<file path="src/rtl/axi_rd_arbiter.sv">
// Two-requester AXI4 read-channel arbiter: one outstanding burst, round-robin grant,
// per-requester ARID tagging and sticky RID / RLAST-position error flags.
module axi_rd_arbiter #(
  parameter int ADDR_WIDTH = 32,
  parameter int DATA_WIDTH = 32,
  parameter int ID_WIDTH   = 6,
  parameter int S0_ID      = 0,
  parameter int S1_ID      = 1
) (
  input  logic                  cpu_clk,
  input  logic                  cpu_reset_n,
  input  logic [ADDR_WIDTH-1:0] s0_araddr,
  input  logic [7:0]            s0_arlen,
  input  logic [2:0]            s0_arsize,
  input  logic [1:0]            s0_arburst,
  input  logic                  s0_arvalid,
  output logic                  s0_arready,
  output logic [DATA_WIDTH-1:0] s0_rdata,
  output logic [1:0]            s0_rresp,
  output logic                  s0_rlast,
  output logic                  s0_rvalid,
  input  logic                  s0_rready,
  input  logic [ADDR_WIDTH-1:0] s1_araddr,
  input  logic [7:0]            s1_arlen,
  input  logic [2:0]            s1_arsize,
  input  logic [1:0]            s1_arburst,
  input  logic                  s1_arvalid,
  output logic                  s1_arready,
  output logic [DATA_WIDTH-1:0] s1_rdata,
  output logic [1:0]            s1_rresp,
  output logic                  s1_rlast,
  output logic                  s1_rvalid,
  input  logic                  s1_rready,
  output logic [ADDR_WIDTH-1:0] m_araddr,
  output logic [7:0]            m_arlen,
  output logic [2:0]            m_arsize,
  output logic [1:0]            m_arburst,
  output logic [ID_WIDTH-1:0]   m_arid,
  output logic                  m_arvalid,
  input  logic                  m_arready,
  input  logic [DATA_WIDTH-1:0] m_rdata,
  input  logic [1:0]            m_rresp,
  input  logic                  m_rlast,
  input  logic [ID_WIDTH-1:0]   m_rid,
  input  logic                  m_rvalid,
  output logic                  m_rready,
  output logic                  err_id,
  output logic                  err_len
);

  typedef enum logic [1:0] {IDLE, ADDR, DATA} state_t;

  state_t        r_state;
  logic          r_grant;
  logic          r_lastGrant;
  logic [7:0]    r_lenQ;
  logic [7:0]    r_beatCnt;
  logic          r_errId;
  logic          r_errLen;

  logic                w_inAddr;
  logic                w_inData;
  logic                w_winner;
  logic                w_gArvalid;
  logic                w_gRready;
  logic [7:0]          w_gArlen;
  logic [ID_WIDTH-1:0] w_grantId;
  logic                w_sel0;
  logic                w_sel1;
  logic                w_arHs;
  logic                w_rHs;

  assign w_inAddr   = (r_state == ADDR);
  assign w_inData   = (r_state == DATA);
  // On a tie the requester that did not win last time takes the grant.
  assign w_winner   = (s0_arvalid & s1_arvalid) ? ~r_lastGrant : s1_arvalid;
  assign w_gArvalid = r_grant ? s1_arvalid : s0_arvalid;
  assign w_gRready  = r_grant ? s1_rready  : s0_rready;
  assign w_gArlen   = r_grant ? s1_arlen   : s0_arlen;
  assign w_grantId  = r_grant ? ID_WIDTH'(S1_ID) : ID_WIDTH'(S0_ID);
  assign w_sel0     = w_inData & ~r_grant;
  assign w_sel1     = w_inData &  r_grant;

  assign m_arvalid  = w_inAddr & w_gArvalid;
  assign m_araddr   = w_inAddr ? (r_grant ? s1_araddr  : s0_araddr)  : '0;
  assign m_arlen    = w_inAddr ? w_gArlen : '0;
  assign m_arsize   = w_inAddr ? (r_grant ? s1_arsize  : s0_arsize)  : '0;
  assign m_arburst  = w_inAddr ? (r_grant ? s1_arburst : s0_arburst) : '0;
  assign m_arid     = w_inAddr ? w_grantId : '0;
  assign s0_arready = w_inAddr & ~r_grant & m_arready;
  assign s1_arready = w_inAddr &  r_grant & m_arready;

  assign m_rready   = w_inData & w_gRready;
  assign s0_rvalid  = w_sel0 & m_rvalid;
  assign s1_rvalid  = w_sel1 & m_rvalid;
  assign s0_rdata   = w_sel0 ? m_rdata : '0;
  assign s1_rdata   = w_sel1 ? m_rdata : '0;
  assign s0_rresp   = w_sel0 ? m_rresp : '0;
  assign s1_rresp   = w_sel1 ? m_rresp : '0;
  assign s0_rlast   = w_sel0 & m_rlast;
  assign s1_rlast   = w_sel1 & m_rlast;

  assign w_arHs     = m_arvalid & m_arready;
  assign w_rHs      = m_rvalid & m_rready;
  assign err_id     = r_errId;
  assign err_len    = r_errLen;

  always_ff @(posedge cpu_clk) begin
    if (!cpu_reset_n) begin
      r_state     <= IDLE;
      r_grant     <= 1'b0;
      r_lastGrant <= 1'b1;
      r_lenQ      <= 8'd0;
      r_beatCnt   <= 8'd0;
      r_errId     <= 1'b0;
      r_errLen    <= 1'b0;
    end else begin
      case (r_state)
        IDLE: begin
          if (s0_arvalid | s1_arvalid) begin
            r_grant     <= w_winner;
            r_lastGrant <= w_winner;
            r_state     <= ADDR;
          end
        end
        ADDR: begin
          if (w_arHs) begin
            r_lenQ    <= w_gArlen;
            r_beatCnt <= 8'd0;
            r_state   <= DATA;
          end else if (!w_gArvalid) begin
            r_state <= IDLE;
          end
        end
        DATA: begin
          if (w_rHs) begin
            r_beatCnt <= r_beatCnt + 8'd1;
            if (m_rid != w_grantId) r_errId <= 1'b1;
            // A burst that ends early, or runs past its length without RLAST, is a length error.
            if (m_rlast) begin
              if (r_beatCnt != r_lenQ) r_errLen <= 1'b1;
              r_state <= IDLE;
            end else if (r_beatCnt == r_lenQ) begin
              r_errLen <= 1'b1;
            end
          end
        end
        default: r_state <= IDLE;
      endcase
    end
  end

endmodule

</file>
<file path="config.mk">
export PLATFORM = sky130hd
export DESIGN_NAME = axi_rd_arbiter
export DESIGN_NICKNAME = d
export VERILOG_FILES = /design/src/rtl/axi_rd_arbiter.sv
export SDC_FILE = /design/constraint.sdc
export NUM_CORES = 1
export LEC_CHECK = 0
export CORE_AREA = 2 2 104 106
export DETAILED_ROUTE_END_ITERATION = 8
export DIE_AREA = 0 0 106 108
export PLACE_DENSITY = 0.75
export REMOVE_ABC_BUFFERS = 1
export SYNTH_ARGS = -nofsm -noshare
export SYNTH_HDL_FRONTEND = slang
export SYNTH_SLANG_ARGS = --single-unit
</file>
<file path="constraint.sdc">
create_clock -name cpu_clk -period 3.4 [get_ports cpu_clk]
set_input_delay 0.51 -clock cpu_clk [delete_from_list [all_inputs] [get_ports cpu_clk]]
set_output_delay 0.51 -clock cpu_clk [all_outputs]
set_load 0.05 [all_outputs]
</file>
**Word-level counts from Yosys, hierarchy flattened**

Cells that the tools add are included.

- Add/subtract/negate cells: 1
- Reduce and logical (&&, ||, !) cells: 9
- Bitwise gates (word level): 18
- Equality and inequality tests: 11
- Muxes and demuxes: 29

Operators by type and width:

| kind | number |
|---|---|
| two-way mux 32 bit | 4 |
| two-way mux 8 bit | 4 |
| two-way mux 2 bit | 9 |
| one-hot mux 8 bit (2 select lines) | 1 |
| bitwise AND 1 bit | 15 |
| adder 8 x 1 -> 8 bit (second input constant) | 1 |
| equality test 8 bit | 1 |
| two-way mux 1 bit | 8 |
| != test 8 bit | 1 |
| AND reduction 4 bit | 2 |
| two-way mux 3 bit | 2 |
| != test 2 x 1 -> 1 bit (second input constant) | 3 |
| != test 6 x 1 -> 1 bit | 1 |
| one-hot mux 2 bit (3 select lines) | 1 |
| AND reduction 3 bit | 2 |
| != test 2 bit (second input constant) | 2 |
| AND reduction 2 bit | 2 |
| nonzero test 2 bit | 2 |
| != test 3 x 2 -> 1 bit (second input constant) | 1 |
| equality test 2 x 1 -> 1 bit (second input constant) | 1 |
| equality test 2 bit (second input constant) | 1 |
| zero test 2 bit | 1 |
| NOT 1 bit | 2 |
| OR 1 bit | 1 |

- Flip-flop bits (word level): 22
- Output and inout port bits: 129
- Logic and storage cells: 75
- Input bits: 139

**Longest topological paths before layout**

Gate-level depths: netlist of run 1.

- Word-level depth: 5
- Depth in mapped cells: 6
- Mapped depth without buffers: 5

**Worst setup path before layout of run 1**

Ideal clock, no wire load.

- Path type: reg2out
- From: register r_grant
- To: output port m_araddr[10]
- Buffers on the path: 3
- Arrival: 1.689 ns
- Slack: 1.201 ns
- Data required time: 2.890 ns
- Stages on the path, launching flop included: 6
- Path through: dfxtp_1 -> buf_4 -> buf_2 -> buf_2 -> mux2i_1 -> nor2_1

- Longest elaborated chain between the ends: 2

Ends and longest elaborated chain:

| what | RTL line | RTL |
|---|---|---|
| start: declaration | 54 | `logic r_grant;` |
| start signal: assignment | 121 | `r_grant <= w_winner;` |
| two-way mux 32 bit (2 in series) | 85 | `assign m_araddr = w_inAddr ? (r_grant ? s1_araddr : s0_araddr) : '0;` |
| end: declaration | 34 | `output logic [ADDR_WIDTH-1:0] m_araddr,` |

Every way passes these cells.

**Worst setup path in the final report of run 1**

- From: register r_grant
- To: output port s0_rdata[2]

- Longest elaborated chain between the ends: 3

Ends and longest elaborated chain:

| what | RTL line | RTL |
|---|---|---|
| NOT 1 bit | 81 | `assign w_sel0 = w_inData & ~r_grant;` |
| bitwise AND 1 bit | 81 |  |
| two-way mux 32 bit | 96 | `assign s0_rdata = w_sel0 ? m_rdata : '0;` |
| end: declaration | 18 | `output logic [DATA_WIDTH-1:0] s0_rdata,` |

Every way passes these cells.

==> impl_metrics.yaml, run 1 <==
outcome:
  outcome: "complete, no violations"
setup_path:
  cp-startpoint: "r_grant$_SDFFE_PN0P_"
  arrival_ns: 2.51
  crit_type: "register to output pin"
  r2r_start: "r_grant$_SDFFE_PN0P_"
  cp-end-kind: "output pin"
  crit_path_start_kind: "register"
  cp.required_ns: 2.89
  cp_max_fo: 38
global_route:
  grt_pass1_vias: 3098
  grt_pass1_wl_um: 17400
  grt_start_max_net_pins: 65
  grt.total_usage_pct: 19.6
  grt_antenna_before_repair: 2
  grt.overflow.total: 0
pwr:
  p_sw_w: 0.000481
  p_total_w: 0.00121
  pwr-share-seq_pct: 23.8
  p_sw_share_pct: 39.8
  vdd_drop_max_mv: 0.210
  clkPwrFrac_pct: 20.4
  power_frac_comb_pct: 55.8
  powerDensity_mw_per_mm2: 235
  p_leak_nw: 2.18
  p_int_w: 0.000727
routing:
  first_pass_iters: 4
  drc: 0
  drt-total-wl_um: 12000
  antenna_left: 0
  via_count: 3261
  drt_iter0_markers: 208
  wl_per_cell_um: 17.2
  vias_per_cell: 4.67
floorplanning:
  core_mm2: 0.0102
  num_io_pins: 268
  initial_core_util_pct: 23.3
  die_area_mm2: 0.0114
  die_x_um: 106
  rows: 37
  die_y_um: 108
clocking:
  clk_latency_ns: 0.27
  post-cts-setup-buffers: 0
  clock_path_buffers: 2
  cts.htree.levels: 1
  root_buffer: "clkbuf_8"
  path_clk_slew_ns: 0.08
  cts.sinks: 22
  tritoncts.num_buffers: 3
  cts_hold_buffers: 0
  cts_tree: "done"
  post_cts_resized: 0
min_path:
  min_from: "err_id$_SDFFE_PN0P_"
  min_path_type: "register to register"
sta:
  hold_viol: 0
  fin_crit_sh_pct: 88.7
  period_needed_ns: 3.02
  fin_skew_ns: 0.00836
  slew_violations: 0
  max_freq_mhz: 332
  rsz0062_at_grt: "false"
  setup_violations: 0
  max-slew-margin-rel_pct: 44.4
  hold-worst-slack_ns: 0.470
  tns_ns: 0
  worst_pin_slew_ns: 0.832
synthesis:
  synth_flop_cell: "dfxtp_1"
  ys_warn_count: 0
  avgSynthCellArea_um2: 7.33
  synthCells: 325
  synth-seq-area-share_pct: 18.5
  synth_commonest_cells: "and3_1 (72), nor2_1 (58), mux2i_1 (47), dfxtp_1 (22), clkbuf_1 (18)"
  synth_most_common_cell: "and3_1"
  synth_area_leaders: "mux2i_1 (20%), and3_1 (19%), dfxtp_1 (18%)"
  ys_ff_latch: 22
  synth_top_area_share_pct: 19.8
  syn_area_mm2: 0.00238
  synthArstFlopShare_pct: 0
  post-synth-top-area-cell: "mux2i_1"
  synth_cell_types: 37
  synth_edf_count: 0
place:
  dp_hpwl_um: 9680
  port_buffers: 262
  place.gp.congestion: 0.795
flow_run:
  cap_violations: 0
cells_and_area:
  areaGrowthSynthToFinish_pct: 116
  fillCellCount: 984
  drive_gt1_share_pct: 3.02
  final_core_util_pct: 50.3
  fin_nets: 703
[flip-flops by register name, indices dropped and copies added, names as in the netlist]
register     flops
err_id           1
err_len          1
r_beatCnt        8
r_grant          1
r_lastGrant      1
r_lenQ           8
r_state          2
[area by class of cell]
class / count / area, um^2 / area share (%)
diodes: 1 / 2.50 / 0.0487
clock buffers: 3 / 41.3 / 0.803
clock inverters: 1 / 30.0 / 0.584
inverters: 1 / 3.75 / 0.0730
multi-input cells: 269 / 1780 / 34.7
flip-flops and latches: 22 / 444 / 8.64
well taps: 136 / 170 / 3.31
repair buffers: 266 / 2670 / 51.8
[power by group through the flow]
stage               sequential (W)  clock [W]  combinational [W]
floorplan                 0.000302          0           0.000348
global placement          0.000293          0           0.000668
detailed placement        0.000294          0           0.000676
CTS                       0.000288   0.000254           0.000679
global route              0.000290   0.000263           0.000711
finish                    0.000288   0.000246           0.000674
[per-layer routing]
layer | wire length [um] | part of all wire, % | track usage [%] | up-vias
met5 | 0 | 0 | 0 | -
met4 | 134 | 1.1 | 3.10 | 0
met3 | 1630 | 14 | 11.6 | 13
met2 | 5580 | 46 | 33.9 | 142
met1 | 4660 | 39 | 21.0 | 1487
li1 | - | - | - | 1619
[path summary, 6_finish.rpt]
check	cells after the start	slack (ns)	to
worst max-delay path	3	0.38	s0_rdata[2]
worst min-delay path	1	0.47	err_id$_SDFFE_PN0P_
worst max register to register	4	1.61	r_beatCnt[4]$_SDFFE_PN0P_
worst min register to register	1	0.47	err_id$_SDFFE_PN0P_
[per-stage QoR]
stage | setup WS (ns) | cell area, um^2 | std cells
6_report | 0.385 | 5140 | 699
2_1_floorplan | -1.15 | 2220 | 292
3_5_place_dp | 0.629 | 5070 | 694
5_1_grt | 0.231 | 5140 | 698
3_3_place_gp | 0.644 | 5070 | 694
4_1_cts | 0.360 | 5140 | 698
[cell families after synthesis]
kind of cell / Yosys count / synth area share, %
compound gates: 30 / 10.5
xor+xnor: 9 / 3.31
mux: 49 / 20.9
simple gates: 175 / 38.5
other cells: 1 / 0.157
fa+ha+maj: 1 / 0.525
buf+inv: 38 / 7.62
flops: 22 / 18.5
[placed cells by master, fill, tap and decap left out, types with 3 or more instances in the layout]
cell               n
and2_1             3
and3_1            72
buf_4              3
clkbuf_8           3
clkdlybuf4s50_1  262
conb_1             5
dfxtp_1           21
mux2i_1           47
nand2_1           17
nand3_1            6
nand3b_1           3
nand4_1            3
nor2_1            58
o211a_1           12
o21ai_0            5
xnor2_1            9
[worst max-delay path: stages (launching register included)]
cell and delay [ns]:
dfxtp_4 0.48, inv_1 0.65, and3_1 0.28, clkdlybuf4s50_1 0.82
No activity file was read; power rests on OpenSTA's default activity.
==> run 2, diff against run 1 <==
--- a/config.mk
+++ b/config.mk
@@ -13,3 +13,4 @@
 export SYNTH_ARGS = -nofsm -noshare
 export SYNTH_HDL_FRONTEND = slang
 export SYNTH_SLANG_ARGS = --single-unit
+export TNS_END_PERCENT = 1
==> results of run 2 <==
The final DEF is identical to that of run 1; final timing and power are the same.
